## src/rtl/sync_fifo.sv

```systemverilog
// sync_fifo: single-clock FIFO with arbitrary depth, registered or first-word-fall-through
// read data, programmable almost-full/almost-empty thresholds and sticky error flags.
module sync_fifo #(
    parameter int WIDTH    = 8,
    parameter int DEPTH    = 16,
    parameter int FWFT     = 0,
    parameter int AF_LEVEL = DEPTH - 1,
    parameter int AE_LEVEL = 1
) (
    input  logic                       i_clk,
    input  logic                       i_rst,
    input  logic [WIDTH-1:0]           i_wdata,
    input  logic                       i_wen,
    output logic                       o_full,
    output logic                       o_afull,
    input  logic                       i_ren,
    output logic [WIDTH-1:0]           o_rdata,
    output logic                       o_empty,
    output logic                       o_aempty,
    output logic [$clog2(DEPTH+1)-1:0] o_level,
    output logic                       o_overflow,
    output logic                       o_underflow,
    input  logic                       i_clr_err
);
    localparam int AW = $clog2(DEPTH);
    localparam int LW = $clog2(DEPTH + 1);

    logic [WIDTH-1:0] mem [DEPTH];
    logic [AW-1:0]    wr_ptr_q, wr_ptr_d, rd_ptr_q, rd_ptr_d;
    logic [LW-1:0]    level_q, level_d;
    logic             ovf_q, ovf_d, unf_q, unf_d;
    logic             wr_acc, rd_acc;

    assign o_full      = level_q == LW'(DEPTH);
    assign o_empty     = level_q == '0;
    assign o_afull     = level_q >= LW'(AF_LEVEL);
    assign o_aempty    = level_q <= LW'(AE_LEVEL);
    assign o_level     = level_q;
    assign o_overflow  = ovf_q;
    assign o_underflow = unf_q;

    // Pointers wrap explicitly so any DEPTH works, not just powers of two.
    always_comb begin
        wr_acc   = i_wen && !o_full;
        rd_acc   = i_ren && !o_empty;
        wr_ptr_d = wr_acc ? (wr_ptr_q == AW'(DEPTH - 1) ? '0 : wr_ptr_q + AW'(1)) : wr_ptr_q;
        rd_ptr_d = rd_acc ? (rd_ptr_q == AW'(DEPTH - 1) ? '0 : rd_ptr_q + AW'(1)) : rd_ptr_q;
        level_d  = (wr_acc && !rd_acc) ? level_q + LW'(1) :
                   (rd_acc && !wr_acc) ? level_q - LW'(1) : level_q;
        ovf_d    = (i_wen && o_full) || (ovf_q && !i_clr_err);
        unf_d    = (i_ren && o_empty) || (unf_q && !i_clr_err);
    end

    always_ff @(posedge i_clk or posedge i_rst) begin
        if (i_rst) begin
            wr_ptr_q <= '0;
            rd_ptr_q <= '0;
            level_q  <= '0;
            ovf_q    <= 1'b0;
            unf_q    <= 1'b0;
        end else begin
            wr_ptr_q <= wr_ptr_d;
            rd_ptr_q <= rd_ptr_d;
            level_q  <= level_d;
            ovf_q    <= ovf_d;
            unf_q    <= unf_d;
        end
    end

    // Storage is deliberately left out of reset; the level gates every read of it.
    always_ff @(posedge i_clk) begin
        if (wr_acc) mem[wr_ptr_q] <= i_wdata;
    end

    if (FWFT != 0) begin : g_fwft
        assign o_rdata = mem[rd_ptr_q];
    end else begin : g_reg
        logic [WIDTH-1:0] rdata_q, rdata_d;
        always_comb rdata_d = rd_acc ? mem[rd_ptr_q] : rdata_q;
        always_ff @(posedge i_clk or posedge i_rst) begin
            if (i_rst) rdata_q <= '0;
            else       rdata_q <= rdata_d;
        end
        assign o_rdata = rdata_q;
    end
endmodule

```

## config.mk

```make
export PLATFORM = sky130hd
export DESIGN_NAME = sync_fifo
export DESIGN_NICKNAME = d
export VERILOG_FILES = /design/src/rtl/sync_fifo.sv
export SDC_FILE = /design/constraint.sdc
export NUM_CORES = 1
export LEC_CHECK = 0
export BUFFER_PORTS_ARGS = -buffer_cell sky130_fd_sc_hd__buf_2
export CAP_MARGIN = 15
export CORE_MARGIN = 8
export CORE_UTILIZATION = 55
export DETAILED_ROUTE_END_ITERATION = 8
export PLACE_DENSITY_LB_ADDON = 0.3
export SYNTH_ARGS = -nofsm -noshare
export SYNTH_HDL_FRONTEND = slang
export SYNTH_SLANG_ARGS = --single-unit
```

## constraint.sdc

```tcl
create_clock -name i_clk -period 2.91 [get_ports i_clk]
set_clock_uncertainty 0.2 [all_clocks]
set_input_delay 0.291 -clock i_clk [delete_from_list [all_inputs] [get_ports i_clk]]
set_output_delay 0.291 -clock i_clk [all_outputs]
set_load 0.01 [all_outputs]
```

==> run_results.csv, run 1 <==
group,metric,value,unit
outcome,status,"complete, no violations",
final_layout,nets,413,
power,peakVddDrop,743,uV
hold_path,hp-class,"input port to flop",
final_layout,final_cells,544,
logic_synthesis,synth.top_cell.area_share,60.4,%
final_layout,layout-drive-gt1-share,23.4,%
worst_setup_path,cp_max_fo,8,
logic_synthesis,synth_fp_nets,359,
logic_synthesis,synth_compound_area_share,2.55,%
power,power_leakage,2.71,nW
sta,final_hold_viol_count,0,
worst_setup_path,startpoint_type,"flop",
global_route,grt_pass1_wl,18.4,mm
worst_setup_path,reg2reg_depth,7,
route,ant_nets,0,
sta,finalCritPeriodShare,89.3,%
die,initial_core_util,56.0,%
route,drt_iter0_drc,233,
logic_synthesis,synthAdderAreaFrac,2.16,%
logic_synthesis,synth-simple-area-share,4.62,%
clocking,clockBufferDepth,2,
logic_synthesis,netlist-cell-type-count,43,
logic_synthesis,synthTopCellsByArea,"edfxtp_1 60%, mux4_1 12%, dfrtp_1 9.0%",
logic_synthesis,syn_area,6370,sq um
clocking,cts_tree,"built",
clocking,cts_made_buffers,17,
final_layout,post-route-util,64.1,%
logic_synthesis,syn-instance-count,335,
sta,rsz0062_at_grt,"no",
route,wl,11.9,mm
die,coreArea,11400,sq um
sta,final-setup-viol-count,0,
power,powerDensity,960,nW/um^2
worst_setup_path,endpoint_kind,"flop",
die,dieHeight,124,um
route,drcViolationCount,0,
run,cap_violations,0,
global_route,grt_pass1_vias,3260,
global_route,grt_remaining_overflow,0,
hold_path,hold_path_depth,1,
clocking,clkTransAtPathRegs,0.06,ns
die,io_pins,32,
logic_synthesis,ys_seq_elements,151,
placed_design,routabilityCongestion,0.771,
logic_synthesis,synth.avg_cell_area,19.0,sq um
die,dieArea,15300,sq um
sta,worstMarginPinSlew,0.895,ns
logic_synthesis,synth_warnings,0,
sta,slew_headroom,40.3,%
final_layout,area_delta_synth_final,14.5,%
worst_setup_path,critPathKind,"flop to flop",
placed_design,io_buffer_count,31,
sta,fmax,0.385,GHz
clocking,post_cts_buffers,0,
clocking,clock_latency,0.41,ns
clocking,cts_sinks,151,
route,via_per_inst,5.80,
logic_synthesis,yosys.area.top_type,"edfxtp_1",
sta,slew_violations,0,
global_route,grt_max_degree,24,
power,power,7.00,mW
worst_setup_path,worstPathArrival,2.46,ns
clocking,cts_root_buf,"clkbuf_16",
route,vias,3153,
sta,holdWs,0.0860,ns
final_layout,n_antenna_cell,0,
die,fp.dieW,124,um
clocking,h-tree-depth,4,
worst_setup_path,worstPathRequired,2.77,ns
route,first_pass_iters,4,
logic_synthesis,synth_xor_area_share,0.825,%
placed_design,dpl.cell_count,508,
logic_synthesis,synthMuxAreaShare,17.1,%
placed_design,hpwl,7.75,mm
logic_synthesis,ys_seq_area_share,69.4,%
sta,tns,0,ns
global_route,grt_use_total,17.1,%
route,wl_per_cell,21.8,um
logic_synthesis,synth_top_family_by_area,"multiplexers",
die,rows,39,
sta,layout_min_cycle_time,2.60,ns
global_route,antenna_found_initial,0,
==> timing repair <==
action,CTS,global route
endpoints found under the hold margin,26,0
endpoints found under the setup margin,0,2
gates resized for setup,0,1
hold buffers,5,0
==> cell families (layout without fill, tap and decap cells) <==
family | Yosys count | count (layout)
flip-flops | 151 | 151
AND/OR/NAND/NOR | 52 | 52
buffers and inverters | 31 | 97
adder cells (fa/ha/maj) | 11 | 11
XOR/XNOR | 6 | 6
AO/OA/AOI/OAI | 27 | 27
multiplexers | 57 | 57
==> critical path, stage by stage, from the launching register on <==
cell and delay (ns):
dfrtp_1 0.49, inv_1 0.10, ha_1 0.22, nor4bb_4 0.16, nand2b_2 0.29, nor3b_1 0.23
buf_4 0.16, and2_1 0.39
==> state kept, by name, indices dropped and copies added, names as in the netlist <==
name         count
mem            128
o_rdata          8
o_level          5
rd_ptr_q         4
wr_ptr_q         4
o_overflow       1
o_underflow      1
==> layer usage <==
layer | GRT usage, % | vias up | share of wire, % | routed length, um
li1 | - | 1450 | - | -
met1 | 20.7 | 1593 | 42 | 4980
met2 | 27.3 | 84 | 49 | 5810
met3 | 4.94 | 26 | 6.1 | 726
met4 | 9.78 | 0 | 2.9 | 348
met5 | 0 | - | 0 | 0
==> path summary, 6_finish.rpt <==
path	startpoint	endpoint	slack (ns)
worst max register to register	o_level[0]	mem[10][6]	0.31
worst max-delay path	o_level[0]	mem[10][6]	0.31
max in group asynchronous	i_rst	wr_ptr_q[3]	1.55
min in group asynchronous	i_rst	o_underflow	0.41
worst min-delay path	i_wdata[4]	mem[11][4]	0.09
worst min register to register	o_rdata[3]	o_rdata[3]	0.28
==> through the flow <==
step	cell area (sq um)	setup slack, ns
floorplan	6370	0.239
global placement	6670	0.332
detailed placement	6670	0.230
CTS	7290	0.215
global route	7290	0.121
finish	7290	0.311
==> power breakdown <==
part | switching (mW) | internal [mW]
Clock | 0.785 | 1.32
Combinational | 1.01 | 0.963
Sequential | 0.253 | 2.66
==> cells in the final DEF, fill, tap and decap left out, drive strengths merged, types with 2 or more instances in the layout <==
| cell | synthesis | routed |
|---|---|---|
| edfxtp | 128 | 128 |
| buf | 15 | 47 |
| mux4 | 32 | 32 |
| dfrtp | 23 | 23 |
| clkbuf | 2 | 18 |
| mux2i | 16 | 16 |
| nand2 | 15 | 15 |
| inv | 14 | 14 |
| o21ai | 14 | 14 |
| ha | 11 | 11 |
| mux2 | 9 | 9 |
| nor2 | 9 | 9 |
| clkinv | 0 | 9 |
| and2 | 8 | 8 |
| nand3 | 5 | 5 |
| a21oi | 5 | 5 |
| dlygate4sd3 | 0 | 5 |
| nor4 | 4 | 4 |
| xnor2 | 3 | 3 |
| xor2 | 3 | 3 |
| bufinv | 0 | 3 |
| a22o | 2 | 2 |
| nand4 | 2 | 2 |
| nor2b | 2 | 2 |
| nor3b | 2 | 2 |
==> cell usage after synthesis, drive strengths merged <==
cell type and instances:
nand2 15, nor4bb 1, edfxtp 128, nand4 2, and2 8, clkbuf 2
mux4 32, mux2 9, nor2b 2, mux2i 16, xor2 3, nor4 4
a21o 1, a21oi 5, inv 14, nand2b 1, nor2 9, nor3b 2
a22o 2, o21a 1, a311oi 1, o21ai 14, ha 11, nor3 1
xnor2 3, a32o 1, nand3 5, dfrtp 23, and3 1, o31ai 1
buf 15, or4b 1, o41ai 1
==> final cells by class <==
cell class	instances	area, sq um
Fill cell	788	4080
Tap cell	143	179
Sequential cell	151	4420
Inverter	14	52.6
Timing Repair Buffer	52	325
Clock buffer	18	429
Multi-Input combinational cell	153	1750
Clock inverter	13	138
No activity file was read; power rests on OpenSTA's default activity.
==> run 2: changes to the inputs <==
CORE_ASPECT_RATIO = 0.6   (was not set)
==> run_results.csv, run 2 (same netlist as run 1, synthesis figures left out) <==
group,metric,value,unit
final_layout,layout_commonest_cell,"edfxtp_1",
die,fp.dieW,155,um
clocking,clockBufferDepth,2,
sta,rsz0062_at_grt,"no",
worst_setup_path,path_cells,"inv_1 -> ha_1 -> nor4bb_4 -> nand2b_1 -> nor3b_1 -> and2_1",
final_layout,largest_reg_flops,128,
placed_design,dpl.cell_count,523,
route,via_per_inst,5.76,
global_route,grt_pass1_wl,19.3,mm
worst_setup_path,worstPathArrival,2.66,ns
clocking,cts_sinks,151,
hold_path,hp-class,"input port to flop",
worst_setup_path,critPathKind,"flop to flop",
clocking,clkTransAtPathRegs,0.06,ns
clocking,h-tree-depth,4,
route,vias,3224,
clocking,cts_tree,"built",
sta,slew_violations,0,
worst_setup_path,worstPathRequired,2.78,ns
global_route,antenna_found_initial,0,
hold_path,hp-start,"i_wdata[4]",
die,initial_core_util,56.4,%
route,wl_per_cell,22.8,um
worst_setup_path,r2r_slack,0.12,ns
die,io_pins,32,
die,dieHeight,99.3,um
final_layout,largest-register,"mem",
final_layout,layout-drive-gt1-share,24.3,%
global_route,grt_pass1_vias,3103,
sta,tns,0,ns
sta,fmax,0.358,GHz
final_layout,area_delta_synth_final,15.7,%
worst_setup_path,critPathSlowestCell,"dfrtp_1",
sta,layout_min_cycle_time,2.79,ns
final_layout,post-route-util,65.2,%
worst_setup_path,cp_max_fo,8,
sta,worstMarginPinSlew,0.949,ns
final_layout,n_antenna_cell,0,
sta,slew_headroom,36.6,%
die,coreArea,11300,sq um
hold_path,hold_path_depth,1,
sta,finalCritPeriodShare,95.9,%
clocking,cts_made_buffers,17,
worst_setup_path,endpoint_kind,"flop",
global_route,grt_max_degree,36,
power,power,7.23,mW
die,dieArea,15400,sq um
worst_setup_path,startpoint_type,"flop",
power,powerDensity,981,nW/um^2
route,first_pass_iters,5,
clocking,post_cts_buffers,0,
worst_setup_path,critPathBufInv,1,
power,peakVddDrop,482,uV
placed_design,pre_cts_ws,0.157,ns
final_layout,nets,411,
worst_setup_path,reg2reg_depth,6,
final_layout,fill_cells,742,
placed_design,routabilityCongestion,0.825,
outcome,status,"complete, no violations",
worst_setup_path,r2r-start,"o_level[0]",
sta,final_hold_viol_count,0,
global_route,grt_remaining_overflow,0,
route,wl,12.8,mm
route,drt_iter0_drc,332,
worst_setup_path,reg2reg_to,"mem[8][2]",
route,drcViolationCount,0,
clocking,clock_latency,0.42,ns
power,power_leakage,2.72,nW
placed_design,placed_cell_area,6700,sq um
sta,setup_ws,0.118,ns
clocking,cts_root_buf,"clkbuf_16",
hold_path,hold_end,"mem[4][4]",
placed_design,io_buffer_count,31,
run,cap_violations,0,
global_route,grt_use_total,17.6,%
sta,holdWs,0.0742,ns
worst_setup_path,path_delay_family,"simple AND/OR/NAND/NOR gates",
placed_design,hpwl,8.33,mm
final_layout,fin_area,7370,sq um
worst_setup_path,critPathMaxStageDelay,0.48,ns
final_layout,final_cell_mix,"128 x edfxtp_1, 31 x buf_2, 28 x mux4_1",
final_layout,final_cells,560,
route,ant_nets,0,
die,rows,30,
sta,final-setup-viol-count,0,
==> run 2: changes by cell type in the layout (fill, tap and decap cells not counted), sizes merged <==
cell,delta
clkinv,-3
bufinv,+1
clkinvlp,+3
buf,-2
==> run 2: worst max-delay path by stage <==
stage | startpoint | end | slack (ns) | depth (start not counted)
after floorplan | o_level[0] | mem[0][0] | 0.24 | 6
after global routing | o_level[0] | mem[8][2] | 0.03 | 6
final | o_level[0] | mem[8][2] | 0.12 | 6
after global placement | o_level[0] | mem[8][6] | 0.30 | 6
after detailed placement | o_level[0] | mem[8][6] | 0.16 | 6
after CTS | o_level[0] | mem[8][6] | 0.15 | 6
==> run 2: final cells by class <==
| type | count | area [sq um] | area share [%] |
|---|---|---|---|
| inverter | 14 | 52.6 | 0.713 |
| timing repair buffer | 50 | 323 | 4.38 |
| sequential | 151 | 4420 | 60.0 |
| tap | 160 | 200 | 2.72 |
| clock buffer | 18 | 429 | 5.83 |
| clock inverter | 14 | 183 | 2.48 |
| multi-input combinational | 153 | 1760 | 23.9 |
==> run 2: per-layer routing <==
metal  global-route usage [%]  up-vias  routed length [um]
li1                         -     1451                   -
met1                     26.1     1641                6170
met2                     24.5      118                5620
met3                     4.29       14                 824
met4                     6.82        0                 161
met5                        0        -                   0
==> run 2: what timing repair did <==
action,4_1_cts,5_1_grt
resized for setup,0,0
hold buffers,5,0
hold endpoints to repair,26,0
==> run 2: report_power, final <==
group          switching [mW]  internal [mW]
Clock                   0.843           1.42
Combinational            1.05          0.972
Sequential              0.276           2.66
